`config.mk`:
```
export PLATFORM = sky130hd
export DESIGN_NAME = pipeline_hazard_controller_flat
export DESIGN_NICKNAME = d
export VERILOG_FILES = /design/src/rtl/pipeline_hazard_controller_if.sv /design/src/rtl/pipeline_hazard_controller.sv /design/src/flat_wrapper.sv
export SDC_FILE = /design/constraint.sdc
export NUM_CORES = 1
export LEC_CHECK = 0
export CAP_MARGIN = 10
export CELL_PAD_IN_SITES_DETAIL_PLACEMENT = 0
export CELL_PAD_IN_SITES_GLOBAL_PLACEMENT = 1
export CORE_MARGIN = 3
export CORE_UTILIZATION = 27
export DETAILED_ROUTE_END_ITERATION = 7
export GPL_ROUTABILITY_DRIVEN = 0
export MAX_ROUTING_LAYER = met4
export PLACE_DENSITY_LB_ADDON = 0.3
export SYNTH_ARGS = -nofsm -noshare
export SYNTH_HDL_FRONTEND = slang
export SYNTH_SLANG_ARGS = --single-unit
```
`constraint.sdc`:
```
create_clock -name clk -period 2.8 [get_ports clk]
set_clock_uncertainty 0.15 [all_clocks]
set_input_delay 0.42 -clock clk [delete_from_list [all_inputs] [get_ports clk]]
set_output_delay 0.42 -clock clk [all_outputs]
set_load 0.05 [all_outputs]
```
`src/rtl/pipeline_hazard_controller_if.sv`:
```
// Hazard-controller bundle: ID/EX hazard inputs and pipeline control outputs.
// The controller connects through the slave modport; the driver side uses master.
interface pipeline_hazard_controller_if;
   logic       id_valid;
   logic       id_reads_a;
   logic       id_reads_b;
   logic       id_jump;
   logic       ex_valid;
   logic       ex_load;
   logic       ex_write_a;
   logic       ex_write_b;
   logic       ex_branch_taken;
   logic       pc_en;
   logic [1:0] pc_sel;
   logic       if_id_en;
   logic       if_id_flush;
   logic       id_ex_bubble;
   logic [1:0] ctrl_state;

   modport slave (
      input  id_valid, id_reads_a, id_reads_b, id_jump,
      input  ex_valid, ex_load, ex_write_a, ex_write_b, ex_branch_taken,
      output pc_en, pc_sel, if_id_en, if_id_flush, id_ex_bubble, ctrl_state
   );

   modport master (
      output id_valid, id_reads_a, id_reads_b, id_jump,
      output ex_valid, ex_load, ex_write_a, ex_write_b, ex_branch_taken,
      input  pc_en, pc_sel, if_id_en, if_id_flush, id_ex_bubble, ctrl_state
   );
endinterface

```
`src/rtl/pipeline_hazard_controller.sv`:
```
// Stall/flush sequencer for the fetch/decode/execute pipeline (load-use, jump, taken branch).
// Optional perf counters (stall_cnt/flush_cnt) are built when HAZARD_PERF_CNT_EN is defined.
module pipeline_hazard_controller #(
   parameter int LOAD_STALL_CYCLES     = 1,
   parameter int REDIRECT_FLUSH_CYCLES = 1,
   parameter int CNT_W                 = 4,
   parameter int PERF_W                = 16
) (
   input  logic                        clk,
   input  logic                        reset,
   pipeline_hazard_controller_if.slave hz
`ifdef HAZARD_PERF_CNT_EN
   ,
   output logic [PERF_W-1:0]           stall_cnt,
   output logic [PERF_W-1:0]           flush_cnt
`endif
);

   if (LOAD_STALL_CYCLES < 1 || LOAD_STALL_CYCLES > 15 ||
       REDIRECT_FLUSH_CYCLES < 0 || REDIRECT_FLUSH_CYCLES > 15 ||
       CNT_W < 4 || PERF_W < 1) begin : g_param_chk
      $error("pipeline_hazard_controller: parameter out of range");
   end

   typedef enum logic [1:0] {RUN = 2'b00, STALL = 2'b01, FLUSH = 2'b10} state_e;

   // The entry cycle counts as one, so the counter reload is length-2 / length-1.
   localparam logic [CNT_W-1:0] STALL_LD =
      (LOAD_STALL_CYCLES > 1) ? CNT_W'(LOAD_STALL_CYCLES - 2) : '0;
   localparam logic [CNT_W-1:0] FLUSH_LD =
      (REDIRECT_FLUSH_CYCLES > 0) ? CNT_W'(REDIRECT_FLUSH_CYCLES - 1) : '0;

   state_e           state_q, state_d;
   logic [CNT_W-1:0] cnt_q, cnt_d;
   logic             brt, lu;
   logic             pc_en, if_id_en, if_id_flush, id_ex_bubble;
   logic [1:0]       pc_sel;

   assign brt = hz.ex_valid & hz.ex_branch_taken;
   assign lu  = hz.id_valid & hz.ex_valid & hz.ex_load &
                ((hz.id_reads_a & hz.ex_write_a) | (hz.id_reads_b & hz.ex_write_b));

   always_ff @(posedge clk or negedge reset) begin
      if (!reset) begin
         state_q <= RUN;
         cnt_q   <= '0;
      end else begin
         state_q <= state_d;
         cnt_q   <= cnt_d;
      end
   end

   always_comb begin
      state_d = state_q;
      cnt_d   = cnt_q;
      if (brt) begin
         if (REDIRECT_FLUSH_CYCLES == 0) begin
            state_d = RUN;
            cnt_d   = '0;
         end else begin
            state_d = FLUSH;
            cnt_d   = FLUSH_LD;
         end
      end else begin
         case (state_q)
            RUN: begin
               if (lu && (LOAD_STALL_CYCLES > 1)) begin
                  state_d = STALL;
                  cnt_d   = STALL_LD;
               end
            end
            STALL, FLUSH: begin
               if (cnt_q == '0) state_d = RUN;
               else             cnt_d   = cnt_q - CNT_W'(1);
            end
            default: begin
               state_d = RUN;
               cnt_d   = '0;
            end
         endcase
      end
   end

   always_comb begin
      pc_en        = 1'b1;
      pc_sel       = 2'b00;
      if_id_en     = 1'b1;
      if_id_flush  = 1'b0;
      id_ex_bubble = 1'b0;
      if (!reset) begin
         pc_en        = 1'b0;
         if_id_en     = 1'b0;
         if_id_flush  = 1'b1;
         id_ex_bubble = 1'b1;
      end else if (brt) begin
         pc_sel       = 2'b10;
         if_id_flush  = 1'b1;
         id_ex_bubble = 1'b1;
      end else begin
         case (state_q)
            RUN: begin
               if (lu) begin
                  pc_en        = 1'b0;
                  if_id_en     = 1'b0;
                  id_ex_bubble = 1'b1;
               end else if (hz.id_valid && hz.id_jump) begin
                  pc_sel      = 2'b01;
                  if_id_flush = 1'b1;
               end
            end
            STALL: begin
               pc_en        = 1'b0;
               if_id_en     = 1'b0;
               id_ex_bubble = 1'b1;
            end
            FLUSH: begin
               if_id_flush  = 1'b1;
               id_ex_bubble = 1'b1;
            end
            default: ;
         endcase
      end
   end

   assign hz.pc_en        = pc_en;
   assign hz.pc_sel       = pc_sel;
   assign hz.if_id_en     = if_id_en;
   assign hz.if_id_flush  = if_id_flush;
   assign hz.id_ex_bubble = id_ex_bubble;
   assign hz.ctrl_state   = state_q;

`ifdef HAZARD_PERF_CNT_EN
   logic [PERF_W-1:0] stall_cnt_q, flush_cnt_q;

   always_ff @(posedge clk or negedge reset) begin
      if (!reset) begin
         stall_cnt_q <= '0;
         flush_cnt_q <= '0;
      end else begin
         if (!pc_en && (stall_cnt_q != '1))      stall_cnt_q <= stall_cnt_q + PERF_W'(1);
         if (if_id_flush && (flush_cnt_q != '1)) flush_cnt_q <= flush_cnt_q + PERF_W'(1);
      end
   end

   assign stall_cnt = stall_cnt_q;
   assign flush_cnt = flush_cnt_q;
`endif

endmodule

```
`src/flat_wrapper.sv`:
```
// flat-port wrapper written by rule: the top's interface ports become plain ports
module pipeline_hazard_controller_flat 
#(
   parameter int LOAD_STALL_CYCLES     = 1,
   parameter int REDIRECT_FLUSH_CYCLES = 1,
   parameter int CNT_W                 = 4,
   parameter int PERF_W                = 16
)
  (clk, reset, hz_id_valid, hz_id_reads_a, hz_id_reads_b, hz_id_jump, hz_ex_valid, hz_ex_load, hz_ex_write_a, hz_ex_write_b, hz_ex_branch_taken, hz_pc_en, hz_pc_sel, hz_if_id_en, hz_if_id_flush, hz_id_ex_bubble, hz_ctrl_state);
  pipeline_hazard_controller_if hz_i ();
  input  logic clk;
  input  logic reset;
  input wire logic [$bits(hz_i.id_valid)-1:0] hz_id_valid;
  input wire logic [$bits(hz_i.id_reads_a)-1:0] hz_id_reads_a;
  input wire logic [$bits(hz_i.id_reads_b)-1:0] hz_id_reads_b;
  input wire logic [$bits(hz_i.id_jump)-1:0] hz_id_jump;
  input wire logic [$bits(hz_i.ex_valid)-1:0] hz_ex_valid;
  input wire logic [$bits(hz_i.ex_load)-1:0] hz_ex_load;
  input wire logic [$bits(hz_i.ex_write_a)-1:0] hz_ex_write_a;
  input wire logic [$bits(hz_i.ex_write_b)-1:0] hz_ex_write_b;
  input wire logic [$bits(hz_i.ex_branch_taken)-1:0] hz_ex_branch_taken;
  output wire logic [$bits(hz_i.pc_en)-1:0] hz_pc_en;
  output wire logic [$bits(hz_i.pc_sel)-1:0] hz_pc_sel;
  output wire logic [$bits(hz_i.if_id_en)-1:0] hz_if_id_en;
  output wire logic [$bits(hz_i.if_id_flush)-1:0] hz_if_id_flush;
  output wire logic [$bits(hz_i.id_ex_bubble)-1:0] hz_id_ex_bubble;
  output wire logic [$bits(hz_i.ctrl_state)-1:0] hz_ctrl_state;
  assign hz_i.id_valid = hz_id_valid;
  assign hz_i.id_reads_a = hz_id_reads_a;
  assign hz_i.id_reads_b = hz_id_reads_b;
  assign hz_i.id_jump = hz_id_jump;
  assign hz_i.ex_valid = hz_ex_valid;
  assign hz_i.ex_load = hz_ex_load;
  assign hz_i.ex_write_a = hz_ex_write_a;
  assign hz_i.ex_write_b = hz_ex_write_b;
  assign hz_i.ex_branch_taken = hz_ex_branch_taken;
  assign hz_pc_en = hz_i.pc_en;
  assign hz_pc_sel = hz_i.pc_sel;
  assign hz_if_id_en = hz_i.if_id_en;
  assign hz_if_id_flush = hz_i.if_id_flush;
  assign hz_id_ex_bubble = hz_i.id_ex_bubble;
  assign hz_ctrl_state = hz_i.ctrl_state;
  pipeline_hazard_controller #(.LOAD_STALL_CYCLES(LOAD_STALL_CYCLES), .REDIRECT_FLUSH_CYCLES(REDIRECT_FLUSH_CYCLES), .CNT_W(CNT_W), .PERF_W(PERF_W)) u_core (.clk(clk), .reset(reset), .hz(hz_i));
endmodule
```
==> results of run 1 <==
-- where the power goes --
| part | total [W] | internal [W] | switching [W] |
|---|---|---|---|
| combinational | 0.000289 | 0.000128 | 0.000161 |
| clock | 0.0000822 | 0.0000538 | 0.0000284 |
| sequential | 0.000142 | 0.000105 | 0.0000376 |
| total | 0.000514 | 0.000286 | 0.000227 |
-- worst max-delay path: stages --
cell and delay [ps]:
clkdlybuf4s50_1 450, a22o_1 130, nand4_1 160, o31a_1 290
buf_4 190
-- state kept, by name, indices dropped and copies added (netlist names) --
signal	cells
u_core.cnt_q	4
u_core.hz.ctrl_state	1
-- stage by stage --
stage          hold WS (ps)  instance area, µm²  worst slack [ps]  power (W)  instances
2_1_floorplan         -25.6                 364               710   0.000333         40
3_3_place_gp            411                 567               563   0.000432         70
3_5_place_dp            427                 567               574   0.000434         70
4_1_cts                 335                 593               576   0.000518         74
5_1_grt                 337                 593               487   0.000557         74
6_report                338                 593               578   0.000514         74
-- layout by cell type, fill, tap and decap left out, types with 2 or more instances in the layout --
| cell | count |
|---|---|
| buf_4 | 4 |
| nor2_1 | 2 |
| inv_1 | 4 |
| clkdlybuf4s50_1 | 11 |
| and2_1 | 2 |
| o211ai_1 | 2 |
| ha_1 | 2 |
| nand2_1 | 5 |
| and3_1 | 3 |
| buf_12 | 3 |
| clkbuf_4 | 3 |
| dfrtp_1 | 5 |
-- cell type report --
class | count | area, µm²
Clock buffer | 4 | 26.3
Tap cell | 14 | 17.5
Fill cell | 117 | 593
Sequential cell | 5 | 125
Multi-Input combinational cell | 29 | 209
Timing Repair Buffer | 18 | 200
Inverter | 4 | 15.0
-- how the worst max path moves through the flow --
stage,startpoint,end,slack [ps]
2_1_floorplan,hz_id_reads_a,hz_pc_en,710
3_3_place_gp,hz_ex_valid,hz_pc_sel[0],560
3_5_place_dp,hz_ex_valid,hz_pc_sel[0],570
4_1_cts,hz_id_reads_a,hz_pc_en,580
5_1_grt,hz_id_reads_b,hz_if_id_en,490
6_report,hz_id_reads_a,hz_pc_en,580
-- kinds of logic (layout without fill, tap and decap cells) --
kind of cell    count (synthesis)  after routing  synth area share (%)
simple gates                   15             15                  25.1
other cells                     1              1                  1.03
flops                           5              5                  34.4
mux                             1              1                  2.75
fa+ha+maj                       2              2                  6.87
buf+inv                         6             26                  8.25
compound gates                 10             10                  21.6
-- per-layer routing --
metal	GRT usage (%)	vias to the layer above	wire, µm
met1	13.6	159	415
met4	7.45	0	12
met2	16.5	8	458
li1	-	181	-
met3	8.05	2	63
met5	-	-	0
==> flow_summary.yaml, run 1 <==
status:
  status: "completed"
yosys:
  synth_common_cells: "dfrtp_1, nand2_1, inv_1"
  synth_top_cell_by_area: "dfrtp_1"
  ys_seq_elements: 5
  synthFlopType: "dfrtp_1"
  netlist_instances: 40
  syn_area_per_cell_um2: 9.10
  synth.cell_area_um2: 364
  seq_area_frac_synth_pct: 34.4
  synth_cell_types: 22
  syn_nets: 53
  ys_warn_count: 0
  async_flop_share_pct: 100
  synth_top_area_share_pct: 34.4
  synth-edff-count: 0
  synthTopCellsByArea: "dfrtp_1, ha_1, and3_1"
timing:
  worst-slew-pin-transition_ps: 505
  hold_viol: 0
  period_needed_ps: 2220
  max_slew_margin_pct: 66.2
  tns_ps: 0
  timing.final.crit_share_pct: 79.3
  rsz0062_at_grt: "false"
  setup_violations: 0
  max_freq_mhz: 450
  drv_slew: 0
route:
  ant_nets: 0
  drc: 0
  vias_per_cell: 4.73
  first_pass_iters: 4
  wirelength_um: 950
  routedWlPerCell_um: 12.8
  vias: 350
  drtIter0Drc: 2
setup_path:
  end_kind: "primary output"
  reg2reg_depth: 5
  cp-start-kind: "input port"
  cp.required_ps: 2230
  rr_startpoint: "u_core.cnt_q[0]"
  cp.arrival_ps: 1650
  worst-path-max-fanout: 4
  crit_type: "in2out"
  r2r_end: "u_core.cnt_q[1]"
  r2r_slack_ps: 1310
final_layout:
  final_util_pct: 50.0
  area_delta_synth_final_pct: 62.9
  drive_gt1_share_pct: 23.3
  antenna_cells: 0
  nets: 74
floorplan:
  num_rows: 12
  ios: 19
  die_x_um: 42.7
  start_util_pct: 30.7
  core_area_mm2: 0.00119
  die_area_mm2: 0.00183
  dieHeight_um: 42.7
power:
  powerDensity_mw_per_mm2: 866
  p_leak_nw: 0.272
  ir_drop_uv: 469
clocking:
  ctsHoldBuffers: 0
  path_clk_slew_ps: 40
  clock_latency_ps: 240
  cts_tree: "built"
  postCtsSetupBuffers: 0
  cts_made_buffers: 3
  cts_max_level: 1
  cts_buffer_depth: 2
  post_cts_resized: 0
  cts_sinks: 5
  clk_root_buffer_cell: "clkbuf_4"
grt:
  grt_first_pass_wirelength_um: 1540
  antenna_found_initial: 0
  grt_use_total_pct: 12.4
  grt.overflow.total: 0
  grt_max_degree: 8
  grt_pass1_vias: 337
hold_path:
  min_path_type: "in2async"
place:
  port_buffers: 17
  hpwl_um: 801
job:
  cap_violations: 0
(Power assumes the default switching activity.)
==> run 2: changes to the inputs <==
CORE_UTILIZATION = 23   (was 27)
clock period = 2 ns   (was 2.8 ns; I/O delays follow)
==> run 2 against run 1 <==
  * Via count increased by 4.6%
  * Sequential cell count unchanged
  * Clock-buffer cell count unchanged
  * Critical path type unchanged
  * Worst setup slack worse by 530 ps
  * Die area increased by 15%
  * Non-clock buffer count increased by 3
  * First-iteration DRC count increased by 100%
  * Worst hold slack got worse by 110 ps
  * Cell count increased by 5.4%
  * Global-route usage shrank 1.6 points
  * Combinational power up 42%
  * Utilization down 4.4 points
==> flow_summary.yaml, run 2 (synthesis results as in run 1) <==
floorplan:
  dieHeight_um: 45.8
  die_x_um: 45.8
  die_area_mm2: 0.00210
  num_rows: 13
  start_util_pct: 26.0
  ios: 19
  core_area_mm2: 0.00140
grt:
  grt.overflow.total: 0
  grt_use_total_pct: 10.8
  grt_max_degree: 8
  grt_first_pass_wirelength_um: 1480
  grt_pass1_vias: 337
  antenna_found_initial: 0
power:
  pwr-share-seq_pct: 27.2
  p_int_w: 0.000408
  netSwitchingFraction_pct: 43.5
  powerDensity_mw_per_mm2: 1130
  ir_drop_uv: 444
  power_frac_comb_pct: 56.6
  p_switching_w: 0.000315
  p_leak_nw: 0.290
  power.share.clock_pct: 16.1
final_layout:
  stdcell_area_um2: 638
  drive_gt1_share_pct: 30.2
  top_register: "u_core.cnt_q"
  stdcell_count: 78
  multiInputGateArea_um2: 220
  area_delta_synth_final_pct: 75.3
  final_common_cell: "clkdlybuf4s50_1"
  regArea_um2: 125
  num-fill-cells: 140
  final_cell_mix: "clkdlybuf4s50_1, buf_4, nand2_1, dfrtp_1"
  antenna_cells: 0
  largest_reg_flops: 4
  nets: 77
setup_path:
  end_kind: "primary output"
  worst-path-max-fanout: 3
  cp.arrival_ps: 1500
  cp-start-kind: "input port"
  crit_type: "in2out"
  cp.required_ps: 1550
place:
  port_buffers: 17
  place_ws_ps: 8.23
  hpwl_um: 764
  placedCellCount: 73
  post_dp_cell_area_um2: 593
clocking:
  cts_made_buffers: 3
  path_clk_slew_ps: 40
  cts_sinks: 5
  cts_tree: "built"
  ctsHoldBuffers: 0
  cts_max_level: 1
  clk_root_buffer_cell: "clkbuf_4"
  cts_buffer_depth: 2
  clock_latency_ps: 240
route:
  first_pass_iters: 4
  vias: 366
  drtIter0Drc: 4
  drc: 0
  ant_nets: 0
  vias_per_cell: 4.69
  wirelength_um: 904
  routedWlPerCell_um: 11.6
timing:
  setup_violations: 0
  rsz0062_at_grt: "true"
  max_freq_mhz: 512
  drv_slew: 0
  timing.final.crit_share_pct: 97.6
  hold_viol: 0
  period_needed_ps: 1950
  tns_ps: 0
  fin_ws_ps: 47.9
hold_path:
  min_path_type: "in2async"
status:
  status: "completed"
job:
  cap_violations: 0
run 2: cell count changes in the layout (fill, tap and decap cells not counted):
cell             delta
a21bo_4             +1
a21bo_2             -1
and3_4              +1
buf_4               +3
and3_1              -1
buf_12              +1
clkdlybuf4s50_1     -1
run 2: power by group through the flow:
stage                     sequential [W]  combinational (W)  clock [W]
final                           0.000197           0.000409   0.000117
after global routing            0.000205           0.000452   0.000131
after CTS                       0.000196           0.000408   0.000124
after detailed placement        0.000198           0.000407          0
after global placement          0.000198           0.000409          0
after floorplan                 0.000223           0.000244          0
run 2: area by class of cell:
cell class | instances | share of cell area, %
Timing Repair Buffer | 21 | 36.5
Multi-Input combinational cell | 29 | 34.5
Sequential cell | 5 | 19.6
Clock buffer | 4 | 4.12
Tap cell | 15 | 2.94
Inverter | 4 | 2.35
run 2: worst paths after layout:
check / startpoint / endpoint / slack [ps] / cells after the start
min reg2reg: u_core.cnt_q[0] / u_core.cnt_q[0] / 420 / 2
max: hz_ex_write_a / hz_if_id_flush / 50 / 6
min: reset / u_core.cnt_q[2] / 220 / 2
min in group clk: u_core.cnt_q[0] / u_core.cnt_q[0] / 420 / 2
max reg2reg: u_core.cnt_q[0] / u_core.cnt_q[1] / 540 / 5
max in group asynchronous: reset / u_core.hz.ctrl_state[1] / 1360 / 2
run 2: repair_timing:
action	CTS	global route
resized for setup	0	2
endpoints found under the setup margin	0	2
setup buffers	0	1
run 2: stage by stage:
stage / hold slack (ps) / power, W / utilization, %
after floorplan: -146 / 0.000466 / -
after global placement: 416 / 0.000607 / 42.4
after detailed placement: 415 / 0.000605 / 42.4
after CTS: 224 / 0.000729 / 44.3
after global routing: 236 / 0.000789 / 45.6
final: 224 / 0.000722 / 45.6
run 2: layer usage:
layer,up-vias,routed length (µm),global-route usage (%)
li1,187,-,-
met1,169,413,13.2
met2,8,436,15.0
met3,2,34,3.56
met4,0,20,6.82
met5,-,0,-
run 2: critical path, stage by stage:
cell and delay (ps):
clkdlybuf4s50_1 460, a22o_1 130, nand4_1 100, buf_4 160
a21bo_4 210, buf_12 140
